===== config.mk =====
export PLATFORM = sky130hd
export DESIGN_NAME = alu_issue_stage
export DESIGN_NICKNAME = d
export VERILOG_FILES = /design/src/rtl/alu_pkg.sv /design/src/rtl/alu_instr_decode.sv /design/src/rtl/alu_issue_stage.sv
export SDC_FILE = /design/constraint.sdc
export NUM_CORES = 1
export LEC_CHECK = 0
export BUFFER_PORTS_ARGS = -buffer_cell sky130_fd_sc_hd__buf_2
export CAP_MARGIN = 20
export CORE_MARGIN = 3
export CORE_UTILIZATION = 25
export CTS_CLUSTER_DIAMETER = 150
export CTS_CLUSTER_SIZE = 40
export DETAILED_ROUTE_END_ITERATION = 16
export HOLD_SLACK_MARGIN = 0.1
export PLACE_DENSITY = 0.4
export SYNTH_ARGS = -nofsm -noshare
export SYNTH_HDL_FRONTEND = slang
export SYNTH_SLANG_ARGS = --single-unit

===== constraint.sdc =====
create_clock -name i_clk -period 6.05 [get_ports i_clk]
set_clock_uncertainty 0.2 [all_clocks]
set_input_delay 1.815 -clock i_clk [delete_from_list [all_inputs] [get_ports i_clk]]
set_output_delay 1.815 -clock i_clk [all_outputs]
set_load 0.02 [all_outputs]

===== src/rtl/alu_pkg.sv =====
// Shared ALU op encoding, RV32I opcodes and the issue payload struct.
// The ALU uses the same encoding.
package alu_pkg;

  localparam int unsigned ALU_N = 32;

  localparam logic [3:0] ALU_ADD = 4'd0;
  localparam logic [3:0] ALU_SUB = 4'd1;
  localparam logic [3:0] ALU_XOR = 4'd2;
  localparam logic [3:0] ALU_OR  = 4'd3;
  localparam logic [3:0] ALU_AND = 4'd4;
  localparam logic [3:0] ALU_SLL = 4'd5;
  localparam logic [3:0] ALU_SRL = 4'd6;
  localparam logic [3:0] ALU_SRA = 4'd7;
  localparam logic [3:0] ALU_SLT = 4'd8;

  localparam logic [6:0] OPC_OP    = 7'b0110011;
  localparam logic [6:0] OPC_OPIMM = 7'b0010011;

  localparam logic [6:0] F7_BASE = 7'b0000000;
  localparam logic [6:0] F7_ALT  = 7'b0100000;

  typedef struct packed {
    logic [3:0]       op;
    logic [ALU_N-1:0] a;
    logic [ALU_N-1:0] b;
    logic [4:0]       rd;
    logic             illegal;
  } issue_t;

endpackage


===== src/rtl/alu_instr_decode.sv =====
// Combinational RV32I OP/OP-IMM decoder producing the ALU issue payload.
// Unsupported encodings become an illegal entry with op=ADD and rd=0.
module alu_instr_decode
  import alu_pkg::*;
(
  input  logic [31:0]      i_instr,
  input  logic [ALU_N-1:0] i_rs1_data,
  input  logic [ALU_N-1:0] i_rs2_data,
  output issue_t           o_issue
);

  logic [6:0]       w_opcode;
  logic [2:0]       w_f3;
  logic [6:0]       w_f7;
  logic [ALU_N-1:0] w_imm;
  logic [ALU_N-1:0] w_shamt;
  logic [3:0]       w_op;
  logic [ALU_N-1:0] w_b;
  logic             w_legal;
  logic             w_unused_rs1_idx;

  assign w_opcode = i_instr[6:0];
  assign w_f3     = i_instr[14:12];
  assign w_f7     = i_instr[31:25];
  assign w_imm    = {{(ALU_N-12){i_instr[31]}}, i_instr[31:20]};
  assign w_shamt  = {{(ALU_N-5){1'b0}}, i_instr[24:20]};

  // Register indices are resolved by the register-file read stage.
  assign w_unused_rs1_idx = ^i_instr[19:15];

  always_comb begin
    w_op    = ALU_ADD;
    w_b     = i_rs2_data;
    w_legal = 1'b0;
    case (w_opcode)
      OPC_OP: begin
        w_legal = (w_f7 == F7_BASE);
        unique case (w_f3)
          3'b000: begin
            w_op    = (w_f7 == F7_ALT) ? ALU_SUB : ALU_ADD;
            w_legal = (w_f7 == F7_BASE) || (w_f7 == F7_ALT);
          end
          3'b001: w_op = ALU_SLL;
          3'b010: w_op = ALU_SLT;
          3'b011: w_legal = 1'b0;
          3'b100: w_op = ALU_XOR;
          3'b101: begin
            w_op    = (w_f7 == F7_ALT) ? ALU_SRA : ALU_SRL;
            w_legal = (w_f7 == F7_BASE) || (w_f7 == F7_ALT);
          end
          3'b110: w_op = ALU_OR;
          3'b111: w_op = ALU_AND;
        endcase
      end
      OPC_OPIMM: begin
        w_b     = w_imm;
        w_legal = 1'b1;
        unique case (w_f3)
          3'b000: w_op = ALU_ADD;
          3'b001: begin
            w_op    = ALU_SLL;
            w_b     = w_shamt;
            w_legal = (w_f7 == F7_BASE);
          end
          3'b010: w_op = ALU_SLT;
          3'b011: w_legal = 1'b0;
          3'b100: w_op = ALU_XOR;
          3'b101: begin
            w_op    = (w_f7 == F7_ALT) ? ALU_SRA : ALU_SRL;
            w_b     = w_shamt;
            w_legal = (w_f7 == F7_BASE) || (w_f7 == F7_ALT);
          end
          3'b110: w_op = ALU_OR;
          3'b111: w_op = ALU_AND;
        endcase
      end
      default: w_legal = 1'b0;
    endcase
  end

  assign o_issue.op      = w_legal ? w_op : ALU_ADD;
  assign o_issue.a       = i_rs1_data;
  assign o_issue.b       = w_b;
  assign o_issue.rd      = w_legal ? i_instr[11:7] : 5'd0;
  assign o_issue.illegal = ~w_legal;

endmodule


===== src/rtl/alu_issue_stage.sv =====
// ALU issue stage: decodes OP/OP-IMM and registers the payload behind a
// valid/ready handshake with a 2-entry main/skid buffer (registered in_ready).
module alu_issue_stage
  import alu_pkg::*;
#(
  parameter int unsigned N = ALU_N
) (
  input  logic         i_clk,
  input  logic         i_rst,
  input  logic         i_flush,
  input  logic         i_in_valid,
  output logic         o_in_ready,
  input  logic [31:0]  i_instr,
  input  logic [N-1:0] i_rs1_data,
  input  logic [N-1:0] i_rs2_data,
  output logic         o_out_valid,
  input  logic         i_out_ready,
  output logic [3:0]   o_alu_operation,
  output logic [N-1:0] o_alu_a,
  output logic [N-1:0] o_alu_b,
  output logic [4:0]   o_rd,
  output logic         o_illegal
);

  // The payload struct is sized by the package; the two must agree.
  if (N != ALU_N) begin : g_bad_width
    $error("alu_issue_stage: N must equal alu_pkg::ALU_N");
  end

  typedef enum logic [1:0] {StEmpty, StOne, StTwo} state_e;

  state_e r_state;
  issue_t r_main;
  issue_t r_skid;
  logic   r_out_valid;
  logic   r_in_ready;
  issue_t w_dec;
  logic   w_in_fire;
  logic   w_out_fire;

  alu_instr_decode u_decode (
    .i_instr    (i_instr),
    .i_rs1_data (i_rs1_data),
    .i_rs2_data (i_rs2_data),
    .o_issue    (w_dec)
  );

  assign w_in_fire  = i_in_valid & r_in_ready;
  assign w_out_fire = r_out_valid & i_out_ready;

  always_ff @(posedge i_clk) begin
    if (i_rst) begin
      r_state     <= StEmpty;
      r_main      <= '0;
      r_skid      <= '0;
      r_out_valid <= 1'b0;
      r_in_ready  <= 1'b1;
    end else if (i_flush) begin
      // Flush drops the input; an output handshake this cycle has already completed.
      r_state     <= StEmpty;
      r_out_valid <= 1'b0;
      r_in_ready  <= 1'b1;
    end else begin
      unique case (r_state)
        StEmpty: begin
          if (w_in_fire) begin
            r_main      <= w_dec;
            r_state     <= StOne;
            r_out_valid <= 1'b1;
          end
        end
        StOne: begin
          if (w_in_fire && w_out_fire) begin
            r_main <= w_dec;
          end else if (w_in_fire) begin
            r_skid     <= w_dec;
            r_state    <= StTwo;
            r_in_ready <= 1'b0;
          end else if (w_out_fire) begin
            r_state     <= StEmpty;
            r_out_valid <= 1'b0;
          end
        end
        StTwo: begin
          if (w_out_fire) begin
            r_main     <= r_skid;
            r_state    <= StOne;
            r_in_ready <= 1'b1;
          end
        end
        default: begin
          r_state     <= StEmpty;
          r_out_valid <= 1'b0;
          r_in_ready  <= 1'b1;
        end
      endcase
    end
  end

  assign o_in_ready      = r_in_ready;
  assign o_out_valid     = r_out_valid;
  assign o_alu_operation = r_main.op;
  assign o_alu_a         = r_main.a;
  assign o_alu_b         = r_main.b;
  assign o_rd            = r_main.rd;
  assign o_illegal       = r_main.illegal;

endmodule


==> reports/results.ini, run 1 <==
[grt]
overflow = 0
grt_pass1_wl_um = 32500
first_global_vias = 5869
grt_max_degree = 61
antenna_found_initial = 0
grt_use_total = 0.142

[cts]
postCtsHoldBufs = 0
cts_buffer_depth = 2
cts_inserted_buffers = 17
cts_sinks = 152
cts_tree = yes
htreeDepth = 4
post_cts.repair.setup_buffers = 0
clk_latency_ns = 0.42
clock_tree.root_cell = clkbuf_16
cts_resized = 0
clkTransAtPathRegs_ns = 0.06

[finish]
area_delta_synth_final_pct = 24.2
final_cells = 1302
drive_above_1_share = 0.237
multi_input_area_mm2 = 0.00319
diodes = 0
seq_area_mm2 = 0.00304
nFillCells = 2721
final_nets = 1060

[flow_run]
maxCapViolCount = 0

[floorplanning]
core_mm2 = 0.0255
initial_core_util = 0.258
fp.dieW_um = 168
row_count = 58
ios = 177
die_height_um = 168
die_area_mm2 = 0.0284

[sta]
relSlewSlack = 0.329
hold_viol = 0
fin_crit_ns = 3.81
rsz0062_at_grt = false
tns_ns = 0
maxSlewViolCount = 0
setup_viol = 0
tightest_slew_ns = 1.00
period_share = 0.630
fmax_mhz = 263

[critical_path]
crit_type = in2reg
start_kind = input port
regToRegSetupSlack_ns = 3.23
reg2reg_from = r_state[1]
endpoint_kind = register
critPathMaxFanout = 49
worstPathRequired_ns = 6.17
r2r_end = o_alu_a[10]
worstRegToRegCells = 6
crit_arrival_ns = 3.93

[power_and_ir_drop]
p_leak_uw = 0.00341
combPwrFrac = 0.111
clkPwrFrac = 0.436
p_int_uw = 1680
switching_share = 0.281
seqPwrFrac = 0.453
p_sw_uw = 657
powerDensity_mw_per_mm2 = 285
irDropWorstVdd_uv = 168

[yosys]
synth_nets = 934
synth_largest_area_cell = dfxtp_1
synthMuxAreaShare = 0.0298
synthFlopType = dfxtp_1
synthAdderAreaFrac = 0
ys_warn_count = 0
async_flop_share = 0
synth.most_common_cell = nand2_1
synth_top_family_by_area = simple AND/OR/NAND/NOR gates
synth_xor_area_frac = 0.00133
netlist_top_cells_area = dfxtp_1 46%, nand2_1 11%, nor2_1 7.6%, a311oi_1 7.2%, a21oi_1 5.2%
ys_seq_elements = 152
syn_inst = 833
synth_area_mm2 = 0.00660
syn_avg_cell_area_um2 = 7.92
yosys.area_share.simple = 0.246
synthTopCellsByCount = 193 x nand2_1, 152 x dfxtp_1, 133 x nor2_1, 68 x a21oi_1, 54 x a311oi_1
synth_edf_count = 0
yosys.area.top_type_share = 0.461
synth_compound_area_frac = 0.201
synth_cell_types = 42
yosysSeqAreaShare = 0.461

[place]
portBuffers = 171
routabilityCongestion = 0.742
hpwl_um = 12700
dp_cells = 1270

[route]
drt_wl_total_um = 20300
final_antenna_net_count = 0
drc = 0
via_per_inst = 4.71
num_vias = 6135
wl_per_cell_um = 15.6
drt_iter0_drc = 420
first_pass_iters = 4

[worst_hold_path]
hold_end = r_skid[1]
hold_class = reg2reg
hp-start = r_skid[1]
holdPathStages = 2

[outcome]
status = completed

-- power by group through the flow --
| stage | registers, uW | logic (uW) | clock network [uW] |
|---|---|---|---|
| finish | 1060 | 259 | 1020 |
| global route | 1060 | 289 | 1110 |
| CTS | 1060 | 264 | 1060 |
| detailed placement | 1080 | 263 | 0 |
| global placement | 1080 | 264 | 0 |
| floorplan | 1120 | 124 | 0 |
-- registers in the layout (all words and copies together) (netlist names) --
| name | flops |
|---|---|
| o_alu_operation | 4 |
| r_state | 2 |
| o_in_ready | 1 |
| o_out_valid | 1 |
| o_illegal | 1 |
| o_rd | 5 |
| o_alu_a | 32 |
| r_skid | 74 |
| o_alu_b | 32 |
-- cell usage in the layout, fill, tap and decap left out, drive strengths merged, types with 2 or more instances in the layout --
cell type	netlist	layout
nand2	193	193
buf	31	183
dfxtp	152	152
nor2	133	133
a21oi	68	68
a311oi	54	54
a311o	21	21
nand3	19	19
clkbuf	45	19
inv	12	18
mux2i	14	14
nor3	14	14
o41ai	11	11
nand4	9	9
o21ai	9	9
o22ai	8	8
and2	7	7
mux2	5	5
clkinv	0	4
nor2b	3	3
and3	3	3
o32ai	3	3
clkinvlp	0	3
nand3b	2	2
nand2b	2	2
o21a	2	2
-- critical path, stage by stage --
cell and delay [ns]:
buf_2 0.13, nand3b_4 0.13, a21oi_1 0.38, o21ba_4 0.67
buf_4 0.45, nor2_1 0.07, a311oi_1 0.25
-- area by class of cell --
type / count / area share
Inverter: 12 / 0.00550
Sequential cell: 152 / 0.371
Clock buffer: 19 / 0.0540
Timing Repair Buffer: 183 / 0.116
Multi-Input combinational cell: 593 / 0.389
Tap cell: 330 / 0.0504
Clock inverter: 13 / 0.0136
-- worst max-delay path by stage --
stage                     cells past startpoint     endpoint       start  slack, ns
after floorplan                               7  o_alu_b[24]  i_instr[2]       2.64
after global placement                        7  o_alu_a[22]  i_in_valid       1.78
after detailed placement                      7  o_alu_a[12]  i_in_valid       1.80
after CTS                                     7  o_alu_a[12]  i_in_valid       2.24
after global routing                          7  o_alu_a[10]  i_in_valid       2.00
final                                         7  o_alu_a[10]  i_in_valid       2.24
-- metal layers --
layer  part of all wire  global-route usage  vias to the layer above  wire [um]
li1                   -                   -                     3152          -
met3              0.060              0.0371                       13       1220
met2               0.43               0.218                      161       8770
met1               0.50               0.195                     2809      10000
met5                  0                   0                        -          0
met4              0.011              0.0445                        0        221
-- per-stage QoR --
stage	hold slack (ns)	instance area (um^2)	utilization	setup slack [ns]	power [uW]
2_1_floorplan	0.227	6600	-	2.64	1240
3_3_place_gp	0.239	7640	0.299	1.78	1350
3_5_place_dp	0.239	7640	0.299	1.80	1350
4_1_cts	0.249	8200	0.321	2.24	2390
5_1_grt	0.268	8200	0.321	2.00	2460
6_report	0.247	8200	0.321	2.24	2340
-- cells by family after synthesis --
family,Yosys count
and+or+nand+nor,389
AOI/OAI and AO/OA,184
DFF,152
buffers and inverters,88
muxes,19
xor gates and xnor gates,1
Note: power is estimated with default switching activity, not from simulation.
==> run 2, diff against run 1 <==
- ABC_AREA: default -> 1
- clock period: 6.05 -> 3.85 ns (I/O delays scaled with it)
==> reports/results.ini, run 2 <==
[critical_path]
worstSetupStartpoint = i_instr[2]
crit_arrival_ns = 2.79
crit_type = in2reg
critPathMaxFanout = 39
reg2reg_from = r_state[0]
start_kind = input port
worstPathRequired_ns = 3.95
endpoint_kind = register

[finish]
drive_above_1_share = 0.215
layout_common_cells = 199 x nand2_1, 171 x buf_2, 152 x dfxtp_1, 135 x o21ai_0, 127 x a21oi_1
seq_area_mm2 = 0.00304
nFillCells = 2758
area_delta_synth_final_pct = 26.3
top_register = r_skid
largest_register_ff_count = 74
final_nets = 1175
multi_input_area_mm2 = 0.00292
layout_commonest_cell = nand2_1
final_cells = 1416
diodes = 0

[cts]
clkTransAtPathRegs_ns = 0.06
clock_tree.root_cell = clkbuf_16
cts_sinks = 152
post_cts.repair.setup_buffers = 0
htreeDepth = 4
cts_inserted_buffers = 17
cts_tree = yes
clk_latency_ns = 0.41
postCtsHoldBufs = 0
cts_buffer_depth = 2
cts_resized = 0

[floorplanning]
row_count = 58
die_area_mm2 = 0.0285
ios = 177
core_mm2 = 0.0256
die_height_um = 169
fp.dieW_um = 169
initial_core_util = 0.258

[place]
portBuffers = 171
hpwl_um = 12600
post-place-ws_ns = 0.674
routabilityCongestion = 0.753
dp_cells = 1385

[power_and_ir_drop]
p_leak_uw = 0.00406
total_power_uw = 4070
powerDensity_mw_per_mm2 = 486
irDropWorstVdd_uv = 258

[sta]
fmax_mhz = 372
setup_viol = 0
hold_viol = 0
tns_ns = 0
tightest_slew_ns = 0.980
rsz0062_at_grt = false
fin_crit_ns = 2.69
relSlewSlack = 0.347
maxSlewViolCount = 0
period_share = 0.698
layout_setup_ws_ns = 1.16

[route]
drc = 0
wl_per_cell_um = 14.6
first_pass_iters = 5
via_per_inst = 4.49
drt_wl_total_um = 20600
num_vias = 6357
final_antenna_net_count = 0
drt_iter0_drc = 368

[yosys]
synth.most_common_cell = nand2_1
synth_cell_types = 26
yosysSeqAreaShare = 0.460
synthFlopType = dfxtp_1
synth_edf_count = 0
ys_warn_count = 0
netlist_top_cells_area = dfxtp_1 46%, nand2_1 11%, o21ai_0 10%, a21oi_1 9.6%, nor2_1 4.7%
yosys.area.top_type_share = 0.460
synth_top_family_by_area = compound AO/OA/AOI/OAI gates
synthTopCellsByCount = 200 x nand2_1, 152 x dfxtp_1, 135 x o21ai_0, 127 x a21oi_1, 83 x nor2_1
synth_largest_area_cell = dfxtp_1
syn_avg_cell_area_um2 = 7.03
synth_nets = 1042
synth_xor_area_frac = 0
synth_compound_area_frac = 0.251
synth_area_mm2 = 0.00662
syn_inst = 941
async_flop_share = 0
synthAdderAreaFrac = 0
synthMuxAreaShare = 0
yosys.area_share.simple = 0.189
ys_seq_elements = 152

[outcome]
status = completed

[grt]
grt_max_degree = 117
first_global_vias = 6108
grt_pass1_wl_um = 33500
overflow = 0
antenna_found_initial = 0
grt_use_total = 0.146

[worst_hold_path]
hp-start = r_skid[51]
hold_class = reg2reg

[flow_run]
maxCapViolCount = 0

## run 2: through the flow
| stage | hold slack, ns | instance area (um^2) | utilization |
|---|---|---|---|
| after global routing | 0.257 | 8360 | 0.326 |
| after detailed placement | 0.237 | 7690 | 0.300 |
| after CTS | 0.247 | 8360 | 0.326 |
| after global placement | 0.234 | 7690 | 0.300 |
| final | 0.244 | 8360 | 0.326 |
| after floorplan | 0.224 | 6620 | - |
## run 2: worst max-delay path, stage by stage
cell     delay (ns)
buf_2          0.07
inv_1          0.03
nand2_1        0.06
nor2_1         0.06
nand2_1        0.08
buf_4          0.38
inv_2          0.19
nand3_1        0.13
buf_4          0.27
nand2_1        0.12
o21ai_0        0.16
inv_1          0.05
## run 2: cell type report
| type | count | area share |
|---|---|---|
| Sequential cell | 152 | 0.364 |
| Timing Repair Buffer | 184 | 0.120 |
| Tap cell | 330 | 0.0494 |
| Inverter | 83 | 0.0373 |
| Clock inverter | 11 | 0.0262 |
| Clock buffer | 20 | 0.0534 |
| Multi-Input combinational cell | 636 | 0.350 |
## run 2: cells by family after synthesis
kind of cell           Yosys count
AOI/OAI and AO/OA              320
and+or+nand+nor                316
DFF                            152
buffers and inverters          153
## run 2: final timing paths
kind | endpoint | slack (ns) | cells past startpoint
worst max-delay path | r_skid[35] | 1.16 | 12
worst max register to register | r_skid[27] | 1.83 | 9
worst min register to register | r_skid[51] | 0.24 | 2
worst min-delay path | r_skid[51] | 0.24 | 2
## run 2: report_power, final
part / internal (uW) / total [uW] / switching [uW] / leakage [uW]
clock network: 1240 / 1920 / 689 / 0.000321
logic: 159 / 451 / 292 / 0.00250
registers: 1650 / 1690 / 37.3 / 0.00124
total: 3050 / 4070 / 1020 / 0.00406
## run 2: routing by layer
| layer | global-route usage | part of all wire |
|---|---|---|
| met1 | 0.198 | 0.49 |
| met2 | 0.237 | 0.46 |
| met3 | 0.0283 | 0.039 |
| met4 | 0.0430 | 0.014 |
| met5 | 0 | 0 |
